--- config.mk ---
export PLATFORM = sky130hd
export DESIGN_NAME = dds_stat
export DESIGN_NICKNAME = d
export VERILOG_FILES = /design/src/rtl/dds_stat.sv
export SDC_FILE = /design/constraint.sdc
export NUM_CORES = 1
export LEC_CHECK = 0
export CAP_MARGIN = 20
export CORE_MARGIN = 2
export CORE_UTILIZATION = 58
export DETAILED_ROUTE_END_ITERATION = 8
export PLACE_DENSITY_LB_ADDON = 0.08
export RECOVER_POWER = 100
export REMOVE_ABC_BUFFERS = 1
export SLEW_MARGIN = 10
export SYNTH_ARGS = -nofsm -noshare
export SYNTH_HDL_FRONTEND = slang
export SYNTH_SLANG_ARGS = --single-unit
--- constraint.sdc ---
create_clock -name clk -period 8.9 [get_ports clk]
set_input_delay 0.89 -clock clk [delete_from_list [all_inputs] [get_ports clk]]
set_output_delay 0.89 -clock clk [all_outputs]
set_load 0.02 [all_outputs]
--- src/rtl/dds_stat.sv ---
// DDS sample-statistics engine: tracks min, max and count of the unsigned sample
// stream over a programmable window and publishes the results for register readback.
module dds_stat #(
    parameter int SAMPLE_W = 8,
    parameter int COUNT_W  = 32
) (
    input  logic                clk,
    input  logic                reset,
    input  logic                sample_valid,
    input  logic [SAMPLE_W-1:0] sample,
    input  logic [1:0]          stat_cfg,
    input  logic [COUNT_W-1:0]  stat_limit,
    output logic [SAMPLE_W-1:0] stat_min,
    output logic [SAMPLE_W-1:0] stat_max,
    output logic [COUNT_W-1:0]  stat_count,
    output logic                stat_done
);

    typedef enum logic [1:0] {
        ST_CLEAR = 2'd0,
        ST_RUN   = 2'd1,
        ST_DONE  = 2'd2
    } state_t;

    localparam logic [SAMPLE_W-1:0] MIN_INIT   = {SAMPLE_W{1'b1}};
    localparam logic [SAMPLE_W-1:0] MAX_INIT   = {SAMPLE_W{1'b0}};
    localparam logic [COUNT_W-1:0]  COUNT_INIT = {COUNT_W{1'b0}};

    function automatic logic [SAMPLE_W-1:0] umin(input logic [SAMPLE_W-1:0] a,
                                                 input logic [SAMPLE_W-1:0] b);
        return (a < b) ? a : b;
    endfunction

    function automatic logic [SAMPLE_W-1:0] umax(input logic [SAMPLE_W-1:0] a,
                                                 input logic [SAMPLE_W-1:0] b);
        return (a > b) ? a : b;
    endfunction

    state_t               state_q, state_d;
    logic [SAMPLE_W-1:0]  w_min_q, w_min_d;
    logic [SAMPLE_W-1:0]  w_max_q, w_max_d;
    logic [COUNT_W-1:0]   w_count_q, w_count_d;
    logic [SAMPLE_W-1:0]  p_min_q, p_min_d;
    logic [SAMPLE_W-1:0]  p_max_q, p_max_d;
    logic [COUNT_W-1:0]   p_count_q, p_count_d;
    logic                 done_q, done_d;

    logic [SAMPLE_W-1:0]  n_min_s;
    logic [SAMPLE_W-1:0]  n_max_s;
    logic [COUNT_W-1:0]   n_count_s;
    logic [COUNT_W:0]     count_inc_s;
    logic                 win_end_s;

    // Candidate statistics if the current sample is accepted; the extra count bit
    // keeps the window-end compare exact even when the counter is saturated.
    always_comb begin
        n_min_s     = umin(w_min_q, sample);
        n_max_s     = umax(w_max_q, sample);
        count_inc_s = {1'b0, w_count_q} + {{COUNT_W{1'b0}}, 1'b1};
        if (count_inc_s[COUNT_W]) begin
            n_count_s = w_count_q;
        end else begin
            n_count_s = count_inc_s[COUNT_W-1:0];
        end
        win_end_s = (stat_limit != COUNT_INIT) && (count_inc_s >= {1'b0, stat_limit});
    end

    // Next-state and register update logic; clear overrides everything else.
    always_comb begin
        state_d   = state_q;
        w_min_d   = w_min_q;
        w_max_d   = w_max_q;
        w_count_d = w_count_q;
        p_min_d   = p_min_q;
        p_max_d   = p_max_q;
        p_count_d = p_count_q;
        done_d    = 1'b0;

        if (stat_cfg[0]) begin
            state_d   = ST_CLEAR;
            w_min_d   = MIN_INIT;
            w_max_d   = MAX_INIT;
            w_count_d = COUNT_INIT;
            p_min_d   = MIN_INIT;
            p_max_d   = MAX_INIT;
            p_count_d = COUNT_INIT;
        end else begin
            case (state_q)
                ST_CLEAR: begin
                    state_d = ST_RUN;
                end
                ST_RUN: begin
                    if (sample_valid) begin
                        w_min_d   = n_min_s;
                        w_max_d   = n_max_s;
                        w_count_d = n_count_s;
                        if (stat_limit == COUNT_INIT) begin
                            p_min_d   = n_min_s;
                            p_max_d   = n_max_s;
                            p_count_d = n_count_s;
                        end else if (win_end_s) begin
                            p_min_d   = n_min_s;
                            p_max_d   = n_max_s;
                            p_count_d = n_count_s;
                            done_d    = 1'b1;
                            // Continuous mode restarts the window on the same edge.
                            if (stat_cfg[1]) begin
                                w_min_d   = MIN_INIT;
                                w_max_d   = MAX_INIT;
                                w_count_d = COUNT_INIT;
                            end else begin
                                state_d = ST_DONE;
                            end
                        end else begin
                            done_d = 1'b0;
                        end
                    end else begin
                        done_d = 1'b0;
                    end
                end
                ST_DONE: begin
                    state_d = ST_DONE;
                end
                default: begin
                    state_d = ST_CLEAR;
                end
            endcase
        end
    end

    // State and statistics registers with synchronous reset.
    always_ff @(posedge clk) begin
        if (reset) begin
            state_q   <= ST_CLEAR;
            w_min_q   <= MIN_INIT;
            w_max_q   <= MAX_INIT;
            w_count_q <= COUNT_INIT;
            p_min_q   <= MIN_INIT;
            p_max_q   <= MAX_INIT;
            p_count_q <= COUNT_INIT;
            done_q    <= 1'b0;
        end else begin
            state_q   <= state_d;
            w_min_q   <= w_min_d;
            w_max_q   <= w_max_d;
            w_count_q <= w_count_d;
            p_min_q   <= p_min_d;
            p_max_q   <= p_max_d;
            p_count_q <= p_count_d;
            done_q    <= done_d;
        end
    end

    assign stat_min   = p_min_q;
    assign stat_max   = p_max_q;
    assign stat_count = p_count_q;
    assign stat_done  = done_q;

endmodule

# == After elaboration in Yosys (flattened, before gate mapping) ==
# Index checks and enable logic that the tools add are counted.
# op_classes
add_sub_neg,1
magnitude_cmp,3
eq_ne,6
muxes,24
bitwise_logic,2
reduce_logical,10
# ops
operator,n
32-bit 2-to-1 mux,6
8-bit 2-to-1 mux,12
32-bit by 1-bit adder with 33-bit output (second input constant),1
33-bit by 32-bit >= comparator with 1-bit output,1
32-bit zero test,1
32-bit nonzero test,1
8-bit > comparator,1
8-bit < comparator,1
2-bit 2-to-1 mux,4
2-bit != test (second input constant),4
2-bit case mux with 3 select lines,1
5-bit OR reduction,1
4-bit AND reduction,1
3-bit AND reduction,1
2-bit by 1-bit == test with 1-bit output (second input constant),1
2-bit == test (second input constant),1
2-bit zero test,1
1-bit inverter,2
2-bit AND reduction,1
2-bit nonzero test,1
2-bit OR reduction,1
1-bit logical AND,1
1-bit 2-to-1 mux,1
# word_totals
register_bits,99
in_bits,45
elab_cells,54

# == Logic depth before layout (Yosys ltp) ==
# Gate-level depths: netlist of run 1.
# logic_depth
ltp_word,7
mapped_depth,18

# == Worst setup path before layout of run 1 ==
# Ideal clock, no wire load.
# synth_timing
path_type,flip-flop to flip-flop
startpoint,register w_count_q[0]
endpoint,"register p_count_q[24], in the netlist stat_count[24]"
setup_ns,0.081
arrival_time_ns,3.516
required_time_ns,8.819
path_slack_ns,5.303
stages_incl_launch_ff,19
path_cell_list,dfxtp_1 ha_1 nand4_1 nor2_1 nand2_1 nor3_1 and3_1 xor2_1 ha_1 nand4_1 nor4_2 a311oi_1 o21ai_0 a21oi_2 a31oi_2 buf_4 buf_2 nor2_1 a211oi_2
# synth_via
elab_chain_cells,5
# synth_rtl
element,line_no,rtl
start: declaration,42,"logic [COUNT_W-1:0] w_count_q, w_count_d;"
start signal: assignment,146,w_count_q <= w_count_d;
32-bit by 1-bit adder with 33-bit output (*),59,"count_inc_s = {1'b0, w_count_q} + {{COUNT_W{1'b0}}, 1'b1};"
33-bit by 32-bit >= comparator with 1-bit output,65,"win_end_s = (stat_limit != COUNT_INIT) && (count_inc_s >= {1'b0, stat_limit});"
1-bit logical AND,65,
2-bit nonzero test (no line),n/a,
3-bit AND reduction (no line),n/a,
end signal: assignment,149,p_count_q <= p_count_d;
end: declaration,45,"logic [COUNT_W-1:0] p_count_q, p_count_d;"
# Mark *: on every way between the ends. The rest lies on a longest branch, timed or not. The select of a mux whose other input is x is not followed.
# A chain may end at the register's enable or synchronous reset.

# == Worst setup path after layout of run 1 ==
# layout_timing
startpoint,register w_count_q[0]
endpoint,"register p_count_q[17], in the netlist stat_count[17]"
# The elaborated chain is that of the path after synthesis.

==> results of run 1 <==
layout make-up:
class	count	area [µm²]
timing repair buffer	98	961
sequential	99	1980
fill	804	2900
clock inverter	7	61.3
multi-input combinational	487	3300
clock buffer	9	124
tap	133	166
inverter	51	191
worst min-delay path, delay by kind of cell, from the launching register on:
family / cells / cell delay, ns
AOI/OAI and AO/OA: 1 / 0.06
DFF: 1 / 0.32
and+or+nand+nor: 1 / 0.05
metal layers:
layer,up-vias,wire [µm]
li1,2550,-
met3,39,826
met1,2359,6390
met2,174,6740
met4,0,357
met5,-,0
cell families (layout without fill, tap and decap cells):
kind of cell	count (synthesis)	in the layout
simple gates	231	231
compound gates	164	164
flops	99	99
buf+inv	82	165
fa+ha+maj	50	50
xor+xnor	31	31
mux	11	11
power groups by stage:
stage	sequential, µW	clock, µW	combinational, µW
global route	446	305	87.6
CTS	446	288	80.3
finish	446	283	78.5
global placement	456	0	77.0
detailed placement	456	0	80.0
floorplan	455	0	40.9
stage by stage:
stage / total power [µW] / instance area, µm²
after CTS: 814 / 6890
after floorplan: 496 / 5560
after global routing: 839 / 6790
after detailed placement: 536 / 6710
after global placement: 533 / 6710
final: 807 / 6790
synth_stat cells, drive strengths merged (3+ instances only):
master,n
and4,3
a211oi,36
a21oi,33
mux2i,10
nor4,11
nand2,55
and3,4
xnor2,17
a22o,9
inv,51
o221a,3
xor2,14
ha,50
buf,13
o2111ai,3
clkbuf,18
a21o,6
nor3,21
nand3,24
o22a,8
a31oi,10
dfxtp,99
o21ai,44
nor2,85
nand4,18
flip-flops by register name (all words and copies together) (netlist names):
register and cells:
stat_count 32, stat_done 1, stat_max 8, stat_min 8
state_q 2, w_count_q 32, w_max_q 8, w_min_q 8
cell usage in the layout, fill, tap and decap left out, types with 4 or more instances in the layout:
cell type / instances
nand2_1: 55
xor2_1: 14
dfxtp_1: 99
mux2i_1: 10
nand3_1: 24
dlygate4sd3_1: 49
o22a_1: 8
ha_1: 50
a211oi_2: 21
a31oi_1: 9
a211oi_1: 15
clkdlybuf4s50_1: 44
nor3_1: 21
a21o_1: 5
and3_1: 4
o21ai_0: 41
nand4_1: 18
a22o_1: 9
xnor2_1: 17
a21oi_1: 32
nor2_1: 83
nor4_1: 11
inv_1: 51
clkbuf_8: 9
how the worst max path moves through the flow:
stage               depth (start not counted)    startpoint             end  slack [ns]
floorplan                                  16  w_count_q[0]  stat_count[17]        2.67
global placement                           17  w_count_q[0]  stat_count[27]        4.57
detailed placement                         17  w_count_q[0]  stat_count[17]        4.35
CTS                                        17  w_count_q[0]  stat_count[17]        4.32
global route                               17  w_count_q[0]     stat_max[4]        2.32
finish                                     17  w_count_q[0]  stat_count[17]        2.82
==> results.sh, run 1 <==
export IMPL_outcome="finished with violations"
export IMPL_failed_checks="capacitance limit, slew limit"
export IMPL_synth_area_um2=5720
export IMPL_finalCritPeriodShare=0.684
export IMPL_utilization=0.701
export IMPL_power_frac_seq=0.552
export IMPL_grt_pass1_vias=4913
export IMPL_core_area_um2=9680
export IMPL_drv_slew=95
export IMPL_synth_area_top_cells="dfxtp_1 35%, ha_1 11%, a211oi_2 6.8%"
export IMPL_cp_slowest_stage_delay_ns=1.44
export IMPL_p_per_area_nw_per_um2=119
export IMPL_syn_avg_cell_area_um2=8.57
export IMPL_power_frac_comb=0.097
export IMPL_cts_tree="built"
export IMPL_path_clk_slew_ns=0.10
export IMPL_cts_root_buf="clkbuf_8"
export IMPL_internal_power_uw=586
export IMPL_crit_fanout=43
export IMPL_tns_ns=0
export IMPL_synth_top_area_cell="dfxtp_1"
export IMPL_clock_skew_ns=0.0131
export IMPL_end_kind="flip-flop"
export IMPL_critPathRequiredTime_ns=9.18
export IMPL_post_cts_buffers=0
export IMPL_n_antenna_cell=0
export IMPL_htreeDepth=3
export IMPL_pin_count=94
export IMPL_grt_busiest_layer="met2"
export IMPL_wl_per_cell_um=16.2
export IMPL_start_kind="flip-flop"
export IMPL_first_pass_iters=5
export IMPL_synth_top_family_by_area="compound AO/OA/AOI/OAI gates"
export IMPL_reg2reg_from="w_count_q[0]"
export IMPL_grt_pass1_wl_um=23200
export IMPL_rr_endpoint="stat_count[17]"
export IMPL_crit_chain="ha_1 -> nand4_1 -> nor3_1 -> and2_0 -> inv_1 -> nor3_1 -> xor2_1 -> ha_1 -> nand4_1 -> nor4_1 -> a311oi_1 -> o21ai_0 -> a21oi_1 -> a31oi_4 -> clkbuf_1 -> nand2_1 -> o221a_2"
export IMPL_cpMaxStageDelayCell="clkbuf_1"
export IMPL_initialDrtViolationCount=248
export IMPL_insertion_delay_ns=0.39
export IMPL_antenna_found_initial=0
export IMPL_stdcell_count=884
export IMPL_place_gp_congestion=0.932
export IMPL_grtUsageMet2=0.465
export IMPL_wirelength_um=14300
export IMPL_power_switching_uw=221
export IMPL_p_leak_uw=0.00273
export IMPL_yosysWarnings=0
export IMPL_hold_violations=0
export IMPL_reg2regPathDepth=17
export IMPL_row_count=36
export IMPL_maxSlewHeadroom=-0.519
export IMPL_ys_seq_area_frac=0.346
export IMPL_holdWs_ns=0.471
export IMPL_start_util=0.591
export IMPL_cp_buffers_inverters=2
export IMPL_clockBufferDepth=2
export IMPL_vias=5122
export IMPL_grt_start_max_net_pins=51
export IMPL_synthMuxAreaShare=0.0195
export IMPL_place_port_buffers=93
export IMPL_dpl_cell_count=868
export IMPL_ys_async_sr_fraction=0
export IMPL_yosys_area_share_adder=0.109
export IMPL_grt_use_total=0.279
export IMPL_synthFlopType="dfxtp_1"
export IMPL_swShare=0.274
export IMPL_worstHoldStart="stat_count[19]"
export IMPL_worstHoldPathCells=2
export IMPL_setup_viol=0
export IMPL_synth_xor_area_frac=0.0474
export IMPL_grtUsageMet3=0.0363
export IMPL_post_synth_num_cell_types=59
export IMPL_preCtsSetupSlack_ns=4.35
export IMPL_ir_worst_vdd_v=0.0000870
export IMPL_area_delta_synth_final_pct=18.6
export IMPL_hold_path_end="stat_count[19]"
export IMPL_crit_family="simple AND/OR/NAND/NOR gates"
export IMPL_hpwl_um=10600
export IMPL_viasPerCell=5.79
export IMPL_critPathArrivalTime_ns=6.36
export IMPL_finalCriticalPeriod_ns=6.08
export IMPL_r2r_setup_slack_ns=2.82
export IMPL_fmax_mhz=164
export IMPL_cts_sinks=99
export IMPL_clockPowerShare=0.351
export IMPL_die_h_um=103
export IMPL_synthCells=668
export IMPL_dieArea_um2=10700
export IMPL_synthSimpleGateAreaFrac=0.190
export IMPL_gr_total_overflow=0
export IMPL_ant_nets=0
export IMPL_drive_above_1_share=0.0719
export IMPL_use_met1=0.363
export IMPL_hp_class="reg2reg"
export IMPL_synth_seq_cells=99
export IMPL_netlist_area_leader_share=0.346
export IMPL_cts_buffers_inserted=9
export IMPL_route_detailed_drc=0
export IMPL_worstMarginPinSlew_ns=2.28
export IMPL_die_w_um=103
export IMPL_rsz0062_at_grt="no"
export IMPL_nets=841
export IMPL_fin_ws_ns=2.82
export IMPL_synth_edf_count=0
export IMPL_cts_hold_buf=0
export IMPL_cts_resized=0
export IMPL_drv_cap=3
export IMPL_synth_compound_area_frac=0.226
export IMPL_crit_type="reg2reg"
Power figures use the tool's default switching activity.
==> run 2: changes to the inputs <==
CORE_UTILIZATION = 54   (was 58)
clock period = 6.37 ns   (was 8.9 ns; I/O delays follow)
==> run 2 against run 1 <==
  * Critical path depth did not move
  * Clock-buffer cell count rose by 1
  * Non-clock buffer count did not move
  * Largest cell class unchanged
  * The run now ends clean
  * Maximum frequency rose by 9.7%
  * Routed wire length rose by 0.93%
  * Critical path type unchanged
  * Sequential power rose by 39%
  * Global-route usage fell by 1.9 points
  * Critical endpoint is now stat_count[26]
==> results.sh, run 2 (synthesis gave the netlist of run 1 again) <==
export IMPL_htreeDepth=3
export IMPL_crit_type="reg2reg"
export IMPL_hpwl_um=10800
export IMPL_n_antenna_cell=0
export IMPL_cts_tree="built"
export IMPL_gr_total_overflow=0
export IMPL_drive_above_1_share=0.0720
export IMPL_wl_per_cell_um=16.3
export IMPL_row_count=37
export IMPL_final_area_um2=6850
export IMPL_cpMaxStageDelayCell="a31oi_4"
export IMPL_core_area_um2=10300
export IMPL_start_util=0.554
export IMPL_fmax_mhz=180
export IMPL_cts_hold_buf=0
export IMPL_drv_cap=0
export IMPL_wirelength_um=14400
export IMPL_initialDrtViolationCount=345
export IMPL_grtUsageMet3=0.0498
export IMPL_p_per_area_nw_per_um2=176
export IMPL_viasPerCell=5.83
export IMPL_n_fill_cell=890
export IMPL_p_leak_uw=0.00276
export IMPL_final_common_cell="dfxtp_1"
export IMPL_drv_slew=0
export IMPL_cts_resized=0
export IMPL_critPathLaunch="w_count_q[0]"
export IMPL_clock_skew_ns=0.00735
export IMPL_cp_slowest_stage_delay_ns=0.69
export IMPL_tns_ns=0
export IMPL_critPathRequiredTime_ns=6.65
export IMPL_nets=841
export IMPL_start_kind="flip-flop"
export IMPL_swShare=0.231
export IMPL_grt_pass1_vias=5057
export IMPL_pin_count=94
export IMPL_crit_fanout=33
export IMPL_grt_use_total=0.261
export IMPL_critPathArrivalTime_ns=5.83
export IMPL_place_port_buffers=93
export IMPL_vias=5165
export IMPL_end_kind="flip-flop"
export IMPL_grt_busiest_layer="met2"
export IMPL_crit_chain="ha_1 -> nand4_1 -> nor2_1 -> nand2_1 -> nor3_1 -> and3_1 -> xor2_1 -> ha_1 -> nand4_1 -> nor4_1 -> a311oi_1 -> o21ai_0 -> a21oi_1 -> a31oi_4 -> clkbuf_2 -> nor2_1 -> a211oi_1"
export IMPL_ir_worst_vdd_v=0.000188
export IMPL_dieArea_um2=11400
export IMPL_clockBufferDepth=2
export IMPL_cts_buffers_inserted=9
export IMPL_worstMarginPinSlew_ns=0.901
export IMPL_cts_root_buf="clkbuf_8"
export IMPL_finalCriticalPeriod_ns=5.54
export IMPL_path_clk_slew_ns=0.09
export IMPL_die_h_um=107
export IMPL_hp_class="reg2reg"
export IMPL_grt_pass1_wl_um=23900
export IMPL_power_frac_seq=0.516
export IMPL_grtUsageMet2=0.430
export IMPL_clockPowerShare=0.393
export IMPL_reg2reg_from="w_count_q[0]"
export IMPL_seq_area_um2=1980
export IMPL_post_cts_buffers=0
export IMPL_multi_input_area_um2=3310
export IMPL_layout_common_cells="99 x dfxtp_1, 83 x nor2_1, 55 x nand2_1, 51 x inv_1, 50 x ha_1"
export IMPL_finalCritPeriodShare=0.870
export IMPL_antenna_found_initial=0
export IMPL_first_pass_iters=5
export IMPL_place_gp_congestion=0.933
export IMPL_hold_violations=0
export IMPL_placed_area_um2=6710
export IMPL_maxSlewHeadroom=0.397
export IMPL_rsz0062_at_grt="no"
export IMPL_grt_start_max_net_pins=38
export IMPL_die_w_um=107
export IMPL_power_frac_comb=0.090
export IMPL_cts_sinks=99
export IMPL_ant_nets=0
export IMPL_worstHoldStart="stat_count[29]"
export IMPL_power_switching_uw=278
export IMPL_route_detailed_drc=0
export IMPL_use_met1=0.342
export IMPL_internal_power_uw=928
export IMPL_setup_viol=0
export IMPL_outcome="finished clean"
export IMPL_area_delta_synth_final_pct=19.6
export IMPL_insertion_delay_ns=0.37
[run 2: cell types whose count changed in the layout (fill, tap and decap cells not counted), sizes merged]
cell / before / now
buf: 3 / 4
bufinv: 0 / 3
inv: 54 / 51
clkinv: 3 / 1
[run 2: layout make-up]
type,count,area share
Tap cell,136,0.0249
Inverter,51,0.0280
Timing Repair Buffer,98,0.141
Clock buffer,10,0.0186
Multi-Input combinational cell,487,0.483
Clock inverter,5,0.0150
Sequential cell,99,0.290
[run 2: worst paths after layout]
| check | end | slack, ns | cells past startpoint |
|---|---|---|---|
| setup / recovery | stat_count[26] | 0.83 | 17 |
| hold / removal | stat_count[29] | 0.46 | 2 |
| setup reg to reg | stat_count[26] | 0.83 | 17 |
| hold reg to reg | stat_count[29] | 0.46 | 2 |
[run 2: critical path: cells and delay by family, from the launching register on]
| family | cells | cell delay, ns |
|---|---|---|
| adders and majority gates | 2 | 0.57 |
| AOI/OAI and AO/OA | 5 | 1.41 |
| buffers and inverters | 1 | 0.69 |
| DFF | 1 | 0.47 |
| and+or+nand+nor | 8 | 2.21 |
| xor gates and xnor gates | 1 | 0.08 |
[run 2: layer usage]
layer  share of wire  vias up  wire length [µm]
met1            0.45     2432              6530
met4           0.016        0               233
li1                -     2545                 -
met5               0        -                 0
met2            0.47      168              6810
met3           0.060       20               871
[run 2: power groups by stage]
stage	Combinational [µW]	Clock (µW)	Sequential [µW]
finish	109	474	622
global route	120	503	623
floorplan	57.2	0	636
CTS	112	478	622
global placement	108	0	637
detailed placement	111	0	637
[run 2: through the flow]
step	utilization	power (µW)	setup WS, ns	hold slack (ns)	instances
final	0.663	1210	0.826	0.463	886
after global routing	0.663	1250	0.453	0.478	886
after CTS	0.672	1210	1.30	0.461	886
after detailed placement	0.650	748	1.32	0.443	871
after global placement	0.650	744	1.53	0.441	871
after floorplan	-	694	0.139	0.438	637
